<file path="src/rtl/alu_pkg.sv">
// Shared ALU issue definitions: ALUOp codes, R-type opcode/funct values and controller state encoding.
package alu_pkg;

    localparam logic [1:0] ALU_NOP = 2'b00;
    localparam logic [1:0] ALU_ADD = 2'b01;
    localparam logic [1:0] ALU_SUB = 2'b10;
    localparam logic [1:0] ALU_AND = 2'b11;

    localparam logic [5:0] OPC_RTYPE = 6'h00;
    localparam logic [5:0] FUNCT_ADD = 6'h20;
    localparam logic [5:0] FUNCT_SUB = 6'h22;
    localparam logic [5:0] FUNCT_AND = 6'h24;

    typedef enum logic [1:0] {
        ST_IDLE   = 2'd0,
        ST_DECODE = 2'd1,
        ST_EXEC   = 2'd2,
        ST_WB     = 2'd3
    } state_t;

endpackage

</file>
<file path="src/rtl/alu_decode.sv">
// Combinational R-type decoder: ADD/SUB/AND map to an ALUOp, everything else is flagged illegal.
module alu_decode
    import alu_pkg::*;
(
    input  logic [31:0] instr,
    output logic [1:0]  alu_op,
    output logic        legal
);

    logic [5:0] opcode;
    logic [5:0] funct;

    assign opcode = instr[31:26];
    assign funct  = instr[5:0];

    always_comb begin
        alu_op = ALU_NOP;
        legal  = 1'b0;
        if (opcode == OPC_RTYPE) begin
            case (funct)
                FUNCT_ADD: begin alu_op = ALU_ADD; legal = 1'b1; end
                FUNCT_SUB: begin alu_op = ALU_SUB; legal = 1'b1; end
                FUNCT_AND: begin alu_op = ALU_AND; legal = 1'b1; end
                default:   begin alu_op = ALU_NOP; legal = 1'b0; end
            endcase
        end
    end

endmodule

</file>
<file path="src/rtl/alu_issue_ctrl.sv">
// Multi-cycle ALU issue controller: accept -> DECODE -> EXEC -> WB, writeback 3 cycles after accept; next accept
// only in WB (one per 3 cycles), instr_valid ignored while busy. ISSUE_CNT_EN adds retired/illegal counters.
module alu_issue_ctrl
    import alu_pkg::*;
#(
    parameter int DATA_W     = 32,
    parameter int REG_ADDR_W = 5
) (
    input  logic                  clock,
    input  logic                  reset,
`ifdef ISSUE_CNT_EN
    output logic [31:0]           retired_cnt,
    output logic [31:0]           illegal_cnt,
`endif
    input  logic [31:0]           instr,
    input  logic                  instr_valid,
    output logic                  instr_ready,
    output logic [REG_ADDR_W-1:0] rs_addr,
    output logic [REG_ADDR_W-1:0] rt_addr,
    input  logic [DATA_W-1:0]     rs_data,
    input  logic [DATA_W-1:0]     rt_data,
    output logic [DATA_W-1:0]     alu_rs,
    output logic [DATA_W-1:0]     alu_rt,
    output logic [1:0]            alu_op,
    input  logic [DATA_W-1:0]     alu_result,
    output logic                  wb_en,
    output logic [REG_ADDR_W-1:0] wb_addr,
    output logic [DATA_W-1:0]     wb_data,
    output logic                  illegal
);

    state_t                state_q, state_d;
    logic [31:0]           instr_q, instr_d;
    logic [DATA_W-1:0]     alu_rs_q, alu_rs_d;
    logic [DATA_W-1:0]     alu_rt_q, alu_rt_d;
    logic [1:0]            alu_op_q, alu_op_d;
    logic [DATA_W-1:0]     wb_data_q, wb_data_d;
    logic [REG_ADDR_W-1:0] wb_addr_q, wb_addr_d;
    logic                  illegal_q, illegal_d;

    logic [1:0] dec_op;
    logic       dec_legal;
    logic       accept;

    alu_decode u_decode (
        .instr  (instr_q),
        .alu_op (dec_op),
        .legal  (dec_legal)
    );

    assign instr_ready = (state_q == ST_IDLE) || (state_q == ST_WB);
    assign accept      = instr_valid && instr_ready;

    always_comb begin
        state_d   = state_q;
        instr_d   = instr_q;
        alu_rs_d  = alu_rs_q;
        alu_rt_d  = alu_rt_q;
        alu_op_d  = alu_op_q;
        wb_data_d = wb_data_q;
        wb_addr_d = wb_addr_q;
        illegal_d = 1'b0;
        case (state_q)
            ST_IDLE: begin
                if (accept) begin
                    instr_d = instr;
                    state_d = ST_DECODE;
                end
            end
            ST_DECODE: begin
                if (dec_legal) begin
                    alu_rs_d = rs_data;
                    alu_rt_d = rt_data;
                    alu_op_d = dec_op;
                    state_d  = ST_EXEC;
                end else begin
                    illegal_d = 1'b1;
                    state_d   = ST_IDLE;
                end
            end
            ST_EXEC: begin
                // alu_result was refreshed by the ALU on the mid-cycle negedge
                wb_data_d = alu_result;
                wb_addr_d = instr_q[11 +: REG_ADDR_W];
                alu_op_d  = ALU_NOP;
                state_d   = ST_WB;
            end
            ST_WB: begin
                if (accept) begin
                    instr_d = instr;
                    state_d = ST_DECODE;
                end else begin
                    state_d = ST_IDLE;
                end
            end
            default: state_d = ST_IDLE;
        endcase
    end

    always_ff @(posedge clock or posedge reset) begin
        if (reset) begin
            state_q   <= ST_IDLE;
            instr_q   <= '0;
            alu_rs_q  <= '0;
            alu_rt_q  <= '0;
            alu_op_q  <= ALU_NOP;
            wb_data_q <= '0;
            wb_addr_q <= '0;
            illegal_q <= 1'b0;
        end else begin
            state_q   <= state_d;
            instr_q   <= instr_d;
            alu_rs_q  <= alu_rs_d;
            alu_rt_q  <= alu_rt_d;
            alu_op_q  <= alu_op_d;
            wb_data_q <= wb_data_d;
            wb_addr_q <= wb_addr_d;
            illegal_q <= illegal_d;
        end
    end

    assign rs_addr = instr_q[21 +: REG_ADDR_W];
    assign rt_addr = instr_q[16 +: REG_ADDR_W];
    assign alu_rs  = alu_rs_q;
    assign alu_rt  = alu_rt_q;
    assign alu_op  = alu_op_q;
    assign wb_data = wb_data_q;
    assign wb_addr = wb_addr_q;
    assign illegal = illegal_q;
    // Strobe decoded from state so reset kills it immediately; $zero is never written
    assign wb_en   = (state_q == ST_WB) && (wb_addr_q != '0);

`ifdef ISSUE_CNT_EN
    logic [31:0] retired_cnt_q, retired_cnt_d;
    logic [31:0] illegal_cnt_q, illegal_cnt_d;

    always_comb begin
        retired_cnt_d = retired_cnt_q + {31'd0, (state_q == ST_WB)};
        illegal_cnt_d = illegal_cnt_q + {31'd0, illegal_q};
    end

    always_ff @(posedge clock or posedge reset) begin
        if (reset) begin
            retired_cnt_q <= '0;
            illegal_cnt_q <= '0;
        end else begin
            retired_cnt_q <= retired_cnt_d;
            illegal_cnt_q <= illegal_cnt_d;
        end
    end

    assign retired_cnt = retired_cnt_q;
    assign illegal_cnt = illegal_cnt_q;
`endif

endmodule
</file>
<file path="config.mk">
export PLATFORM = sky130hd
export DESIGN_NAME = alu_issue_ctrl
export DESIGN_NICKNAME = d
export VERILOG_FILES = /design/src/rtl/alu_pkg.sv /design/src/rtl/alu_decode.sv /design/src/rtl/alu_issue_ctrl.sv
export SDC_FILE = /design/constraint.sdc
export NUM_CORES = 1
export LEC_CHECK = 0
export BUFFER_PORTS_ARGS = -buffer_cell sky130_fd_sc_hd__buf_2
export CORE_ASPECT_RATIO = 1.25
export CORE_MARGIN = 8
export CORE_UTILIZATION = 42
export CTS_CLUSTER_DIAMETER = 100
export DETAILED_ROUTE_END_ITERATION = 10
export PLACE_DENSITY = 0.74
export SLEW_MARGIN = 20
export SYNTH_ARGS = -nofsm -noshare
export SYNTH_HDL_FRONTEND = slang
export SYNTH_SLANG_ARGS = --single-unit
</file>
<file path="constraint.sdc">
create_clock -name clock -period 4.19 [get_ports clock]
set_input_delay 0.419 -clock clock [delete_from_list [all_inputs] [get_ports clock]]
set_output_delay 0.419 -clock clock [all_outputs]
set_load 0.005 [all_outputs]
</file>
=== Word-level counts from Yosys, hierarchy flattened ===
Cells that the tools add are included.
Widths: inputs -> output; s select.

* Flip-flop bits (word level): 138
* Bits of input ports: 131
* Output and inout bits: 116
* Logic and storage cells: 40

* Equal/unequal tests: 8
* Multiplexer cells: 12
* Reduce and logical (&&, ||, !) cells: 12

{| class="wikitable"
|+ Operator list
! cell !! number
|-
| $eq 6x6->1 const B || 3
|-
| $mux 2 || 4
|-
| $pmux 2 s4 || 1
|-
| $logic_not 6->1 || 1
|-
| $pmux 2 s3 || 1
|-
| $reduce_and 2->1 || 3
|-
| $mux 1 || 5
|-
| $reduce_bool 5->1 || 1
|-
| $eq 2x2->1 const B || 2
|-
| $ne 2x2->1 const B || 2
|-
| $pmux 2 s2 || 1
|-
| $reduce_or 3->1 || 1
|-
| $eq 2x1->1 const B || 1
|-
| $logic_and 1x1->1 || 2
|-
| $logic_not 2->1 || 1
|-
| $reduce_bool 2->1 || 1
|-
| $reduce_or 2->1 || 1
|-
| $logic_or 1x1->1 || 1
|}

=== Depth between registers and ports, before layout ===
* Depth after elaboration: 6
* Gate-level depth with buffers: 7

=== Modules after synthesis ===
From an unflattened synthesis, not the netlist that was laid out.

* Cells, all modules: 333
* Area total of the unflattened synthesis: 5594.1 sq um

{| class="wikitable"
|+ Modules (own cells, without submodules)
! module !! instances !! cells each !! area an instance (sq um) !! sequential area each (sq um)
|-
| alu_issue_ctrl || 1 || 326 || 5534.1 || 3453.3
|-
| alu_decode || 1 || 7 || 60.1 || 0.0
|}

=== Least setup slack after synthesis ===
No wires, ideal clock.

* Path kind: register to register
* Start point: register state_q[0]
* End point: register instr_q[0]
* Data arrival time: 1649 ps
* Data required time: 4065 ps
* Setup slack: 2416 ps
* Cell stages (with the launch flop): 7
* Buffers on the path: 2
* Clock period less this slack: 1774 ps
* Cell sequence: dfrtp_1 > inv_1 > ha_1 > nor2b_1 > buf_2 > buf_2 > mux2_2

* Word-level cells in the longest chain between the ends: 4
* Elaborated cells on any way between the ends: 6
* Classes of those cells: eq/ne (1); reduce/logical (5)

{| class="wikitable"
|+ RTL lines
! item !! RTL line !! text
|-
| start: declaration || alu_issue_ctrl.sv:32 || <nowiki>state_t state_q, state_d;</nowiki>
|-
| start signal: assignment || alu_issue_ctrl.sv:111 || <nowiki>state_q <= state_d;</nowiki>
|-
| $eq 2x2->1 or $logic_not 2->1 (tied branches) || alu_issue_ctrl.sv:51, alu_issue_ctrl.sv:63 ||
|-
| $logic_or 1x1->1 || alu_issue_ctrl.sv:51 || <nowiki>assign instr_ready = (state_q == ST_IDLE) || (state_q == ST_WB);</nowiki>
|-
| $logic_and 1x1->1 || alu_issue_ctrl.sv:52 || <nowiki>assign accept = instr_valid && instr_ready;</nowiki>
|-
| $reduce_and 2->1 (no line) * || - ||
|-
| end signal: assignment || alu_issue_ctrl.sv:112 || <nowiki>instr_q <= instr_d;</nowiki>
|-
| end: declaration || alu_issue_ctrl.sv:33 || <nowiki>logic [31:0] instr_q, instr_d;</nowiki>
|}

Mark *: on every way between the ends. The rest lies on a longest branch, timed or not.
A chain may end at the register's enable or synchronous reset.

=== Final worst setup path ===
* Start point: register state_q[0]
* End point: register alu_op_q[1], in the netlist alu_op[1]

* Word-level cells in the longest chain between the ends: 3
* Elaborated cells on any way between the ends: 6
* Classes of those cells: eq/ne (3); mux (1); reduce/logical (2)

{| class="wikitable"
|+ RTL lines
! item !! RTL line !! text
|-
| $eq 2x1->1 or $eq 2x2->1 (tied branches) || alu_issue_ctrl.sv:63 || <nowiki>case (state_q)</nowiki>
|-
| $ne 2x2->1 (no line) or $reduce_bool 2->1 (tied branches) || - ||
|-
| $reduce_and 2->1 (no line) || - ||
|-
| end signal: assignment || alu_issue_ctrl.sv:115 || <nowiki>alu_op_q <= alu_op_d;</nowiki>
|-
| end: declaration || alu_issue_ctrl.sv:36 || <nowiki>logic [1:0] alu_op_q, alu_op_d;</nowiki>
|}

Several ways; a longest one is shown, not always the timed one.

==> metrics.txt <==
# TYPE chip_impl_metric gauge
chip_impl_metric{name="remaining_drc_errors",unit=""} 0
chip_impl_metric{name="synthesis.instances",unit=""} 322
chip_impl_metric{name="gp_congestion",unit=""} 0.738
chip_impl_metric{name="die-height",unit="um"} 143
chip_impl_metric{name="first_global_vias",unit=""} 4012
chip_impl_metric{name="total_of_flip_flops_plus_latches_after_synthesis",unit=""} 133
chip_impl_metric{name="tritoncts_num_sinks",unit=""} 133
chip_impl_metric{name="postSynth.asyncResetShare",unit="%"} 100
chip_impl_info{name="cts.root.buffer_cell",value="clkbuf_16"} 1
chip_impl_metric{name="drv_slew",unit=""} 0
chip_impl_metric{name="num-nets-final",unit=""} 697
chip_impl_metric{name="worst_ep_arrival_time",unit="ns"} 2.34
chip_impl_metric{name="ys_types",unit=""} 32
chip_impl_metric{name="clock_latency",unit="ns"} 0.41
chip_impl_metric{name="max_slew_margin",unit="%"} 35.0
chip_impl_metric{name="drt-total-wl",unit="um"} 13700
chip_impl_info{name="globalRoute.busiestLayer",value="met2"} 1
chip_impl_metric{name="first_pass_grt_wire_length",unit="um"} 21300
chip_impl_metric{name="synthesized_area_per_cell",unit="sq um"} 16.8
chip_impl_info{name="setup.worst_path.start_class",value="register"} 1
chip_impl_metric{name="power_density",unit="nW/um^2"} 522
chip_impl_metric{name="setup.reg_to_reg.worst_slack",unit="ns"} 2.13
chip_impl_info{name="synth_top_cells_by_count",value="dfrtp_1 (133), mux2_2 (79), mux2_4 (49)"} 1
chip_impl_metric{name="hold_viol_final",unit=""} 0
chip_impl_metric{name="tns",unit="ns"} 0
chip_impl_metric{name="required_arrival_time_at_the_worst_endpoint",unit="ns"} 4.46
chip_impl_metric{name="finalHoldWorstSlack",unit="ns"} 0.0417
chip_impl_metric{name="worst-path-max-fanout",unit=""} 41
chip_impl_info{name="synthDominantAreaCellType",value="dfrtp_1"} 1
chip_impl_metric{name="grtUsageMet3",unit="%"} 5.69
chip_impl_metric{name="rows",unit=""} 46
chip_impl_metric{name="pin_count_of_the_biggest_net_entering_global_routing",unit=""} 66
chip_impl_metric{name="finClkSkew",unit="ns"} 0.00831
chip_impl_info{name="critPathCaptureType",value="register"} 1
chip_impl_metric{name="min_period_over_period",unit="%"} 49.3
chip_impl_metric{name="synth-seq-area-share",unit="%"} 61.4
chip_impl_metric{name="cts_inserted_buffers",unit=""} 17
chip_impl_metric{name="layout.area.seq",unit="sq um"} 3330
chip_impl_metric{name="groute.usage.overall",unit="%"} 16.0
chip_impl_info{name="status",value="completed"} 1
chip_impl_metric{name="postCtsSetupBuffers",unit=""} 0
chip_impl_metric{name="power.ir.vdd_worst",unit="V"} 0.000257
chip_impl_metric{name="gr-total-overflow",unit=""} 0
chip_impl_metric{name="cts.path.max_buffers",unit=""} 2
chip_impl_metric{name="detail_route.vias_per_cell",unit=""} 4.79
chip_impl_info{name="post_synth_main_area_contributors",value="dfrtp_1 (61%), mux2_2 (16%), mux2_4 (14%)"} 1
chip_impl_metric{name="antenna_violations_before_repair",unit=""} 0
chip_impl_info{name="tritoncts",value="built"} 1
chip_impl_metric{name="clk_pin_slew",unit="ns"} 0.06
chip_impl_metric{name="avgRoutedWirePerCell",unit="um"} 18.4
chip_impl_metric{name="worst_slew_pin_slew",unit="ns"} 0.975
chip_impl_metric{name="detailedRoute.firstPassIterationCount",unit=""} 5
chip_impl_metric{name="period_needed",unit="ns"} 2.06
chip_impl_info{name="synth_top_flop_cell",value="dfrtp_1"} 1
chip_impl_metric{name="post-layout-total-power",unit="W"} 0.00381
chip_impl_metric{name="detailed_place_hpwl",unit="um"} 10200
chip_impl_metric{name="final_util",unit="%"} 57.7
chip_impl_metric{name="num_vias",unit=""} 3564
chip_impl_metric{name="number_of_synthesized_flops_with_an_enable_pin",unit=""} 0
chip_impl_metric{name="multi_input_comb_area",unit="sq um"} 1910
chip_impl_metric{name="gr-usage-met1",unit="%"} 16.9
chip_impl_metric{name="htreeDepth",unit=""} 4
chip_impl_metric{name="synth_top_area_share",unit="%"} 61.4
chip_impl_metric{name="floorplan.io_pins",unit=""} 247
chip_impl_metric{name="fmaxAchievable",unit="GHz"} 0.484
chip_impl_metric{name="fill_cells",unit=""} 1066
chip_impl_metric{name="synth.cell_area",unit="sq um"} 5420
chip_impl_metric{name="finalSetupViolCount",unit=""} 0
chip_impl_info{name="cell_with_the_most_instances_after_synthesis",value="dfrtp_1"} 1
chip_impl_info{name="timing.setup.critical_path_class",value="register to register"} 1
chip_impl_metric{name="die-area",unit="sq um"} 16800
chip_impl_metric{name="placement.io_buffers",unit=""} 241
chip_impl_metric{name="area_growth",unit="%"} 34.6
chip_impl_metric{name="post_cts.resized_instances",unit=""} 0
chip_impl_info{name="timing.hold.worst.class",value="primary input to async pin"} 1
chip_impl_metric{name="p_leak",unit="nW"} 3.70
chip_impl_metric{name="core_area",unit="sq um"} 12700
chip_impl_metric{name="final_layout_size_suffix_gt1_share",unit="%"} 71.5
chip_impl_metric{name="synth_fp_nets",unit=""} 457
chip_impl_metric{name="initial_core_utilization",unit="%"} 42.8
chip_impl_metric{name="gr-usage-met2",unit="%"} 28.3
chip_impl_metric{name="drt.antenna.violating_nets",unit=""} 0
chip_impl_info{name="worstReg2RegStart",value="state_q[0]"} 1
chip_impl_metric{name="die_width",unit="um"} 118
chip_impl_info{name="timing.critical_path.from",value="state_q[0]"} 1
chip_impl_metric{name="syn_warnings",unit=""} 0
chip_impl_metric{name="timing.max_cap.violations",unit=""} 0
chip_impl_metric{name="r2r_cells",unit=""} 5
chip_impl_info{name="grt_setup_unrepaired",value="false"} 1
chip_impl_metric{name="drt-initial-drc-count",unit=""} 127
chip_impl_metric{name="post_cts_hold_buffer_count",unit=""} 0
-- metrics by stage --
step                cells  setup slack (ns)  instance area, sq um
floorplan             322             0.217                  5420
global placement      711              2.21                  6720
detailed placement    711              2.13                  6720
CTS                   743              2.11                  7300
global route          743              1.99                  7300
finish                744              2.13                  7300
-- metal layers --
layer	vias up	routed length, um
met2	143	7370
met3	19	966
met1	1782	5040
met4	0	278
li1	1620	-
met5	-	0
-- flip-flops by register name, summed over array words and instances, names as in the netlist, named ones only --
signal	cells
alu_rs	32
alu_rt	32
wb_data	32
instr_q	27
wb_addr	5
alu_op	2
illegal	1
state_q	1
-- cell usage in the layout, fill, tap and decap left out, types with 2 or more instances in the layout --
master      synthesis  final
clkinvlp_4          0      5
buf_4              11      3
inv_6               0      5
nand4_1             2      2
clkinv_2            0      2
o21ai_0             3      3
inv_1               5      4
buf_2               3    241
mux2_4             49     49
clkbuf_16           0     17
mux2_2             79     79
ha_1                4      3
bufinv_16           0      2
dfrtp_1           133    133
o311ai_1            2      2
or4_1               2      2
-- where the power goes --
part           total [W]  switching [W]  leakage (nW)  internal (W)
Combinational   0.000685       0.000273          1.87      0.000412
Sequential       0.00169       0.000165          1.56       0.00152
Clock            0.00144       0.000562         0.270      0.000881
Total            0.00381        0.00100          3.70       0.00281
-- area by class of cell --
| class | count | area share [%] |
|---|---|---|
| antenna | 1 | 0.0343 |
| clock buffer | 18 | 5.88 |
| clock inverter | 14 | 2.07 |
| inverter | 5 | 0.326 |
| multi-input combinational | 160 | 26.1 |
| sequential | 133 | 45.6 |
| tap | 168 | 2.88 |
| timing repair buffer | 245 | 17.1 |
-- path summary, 6_finish.rpt --
check                              endpoint
worst max-delay path              alu_op[1]
worst min-delay path             alu_rs[30]
worst max register to register    alu_op[1]
worst min register to register  wb_data[21]
max in group asynchronous        instr_q[2]
min in group clock                alu_rs[4]
-- critical path: stages (launching register included) --
cell and delay (ns):
dfrtp_1 0.42, inv_1 0.11, ha_2 0.84, nor4b_1 0.15, a41oi_1 0.28, o21ai_0 0.13
-- logic make-up (layout without fill, tap and decap cells) --
kind of cell / count (synthesis) / in the layout / share of synthesized area [%]
compound gates: 11 / 11 / 1.43
xor+xnor: 1 / 1 / 0.162
fa+ha+maj: 4 / 4 / 0.923
buf+inv: 29 / 282 / 3.53
flops: 133 / 133 / 61.4
mux: 129 / 129 / 30.1
other cells: 0 / 1 / 0
simple gates: 15 / 15 / 2.44
(Power assumes the default switching activity.)
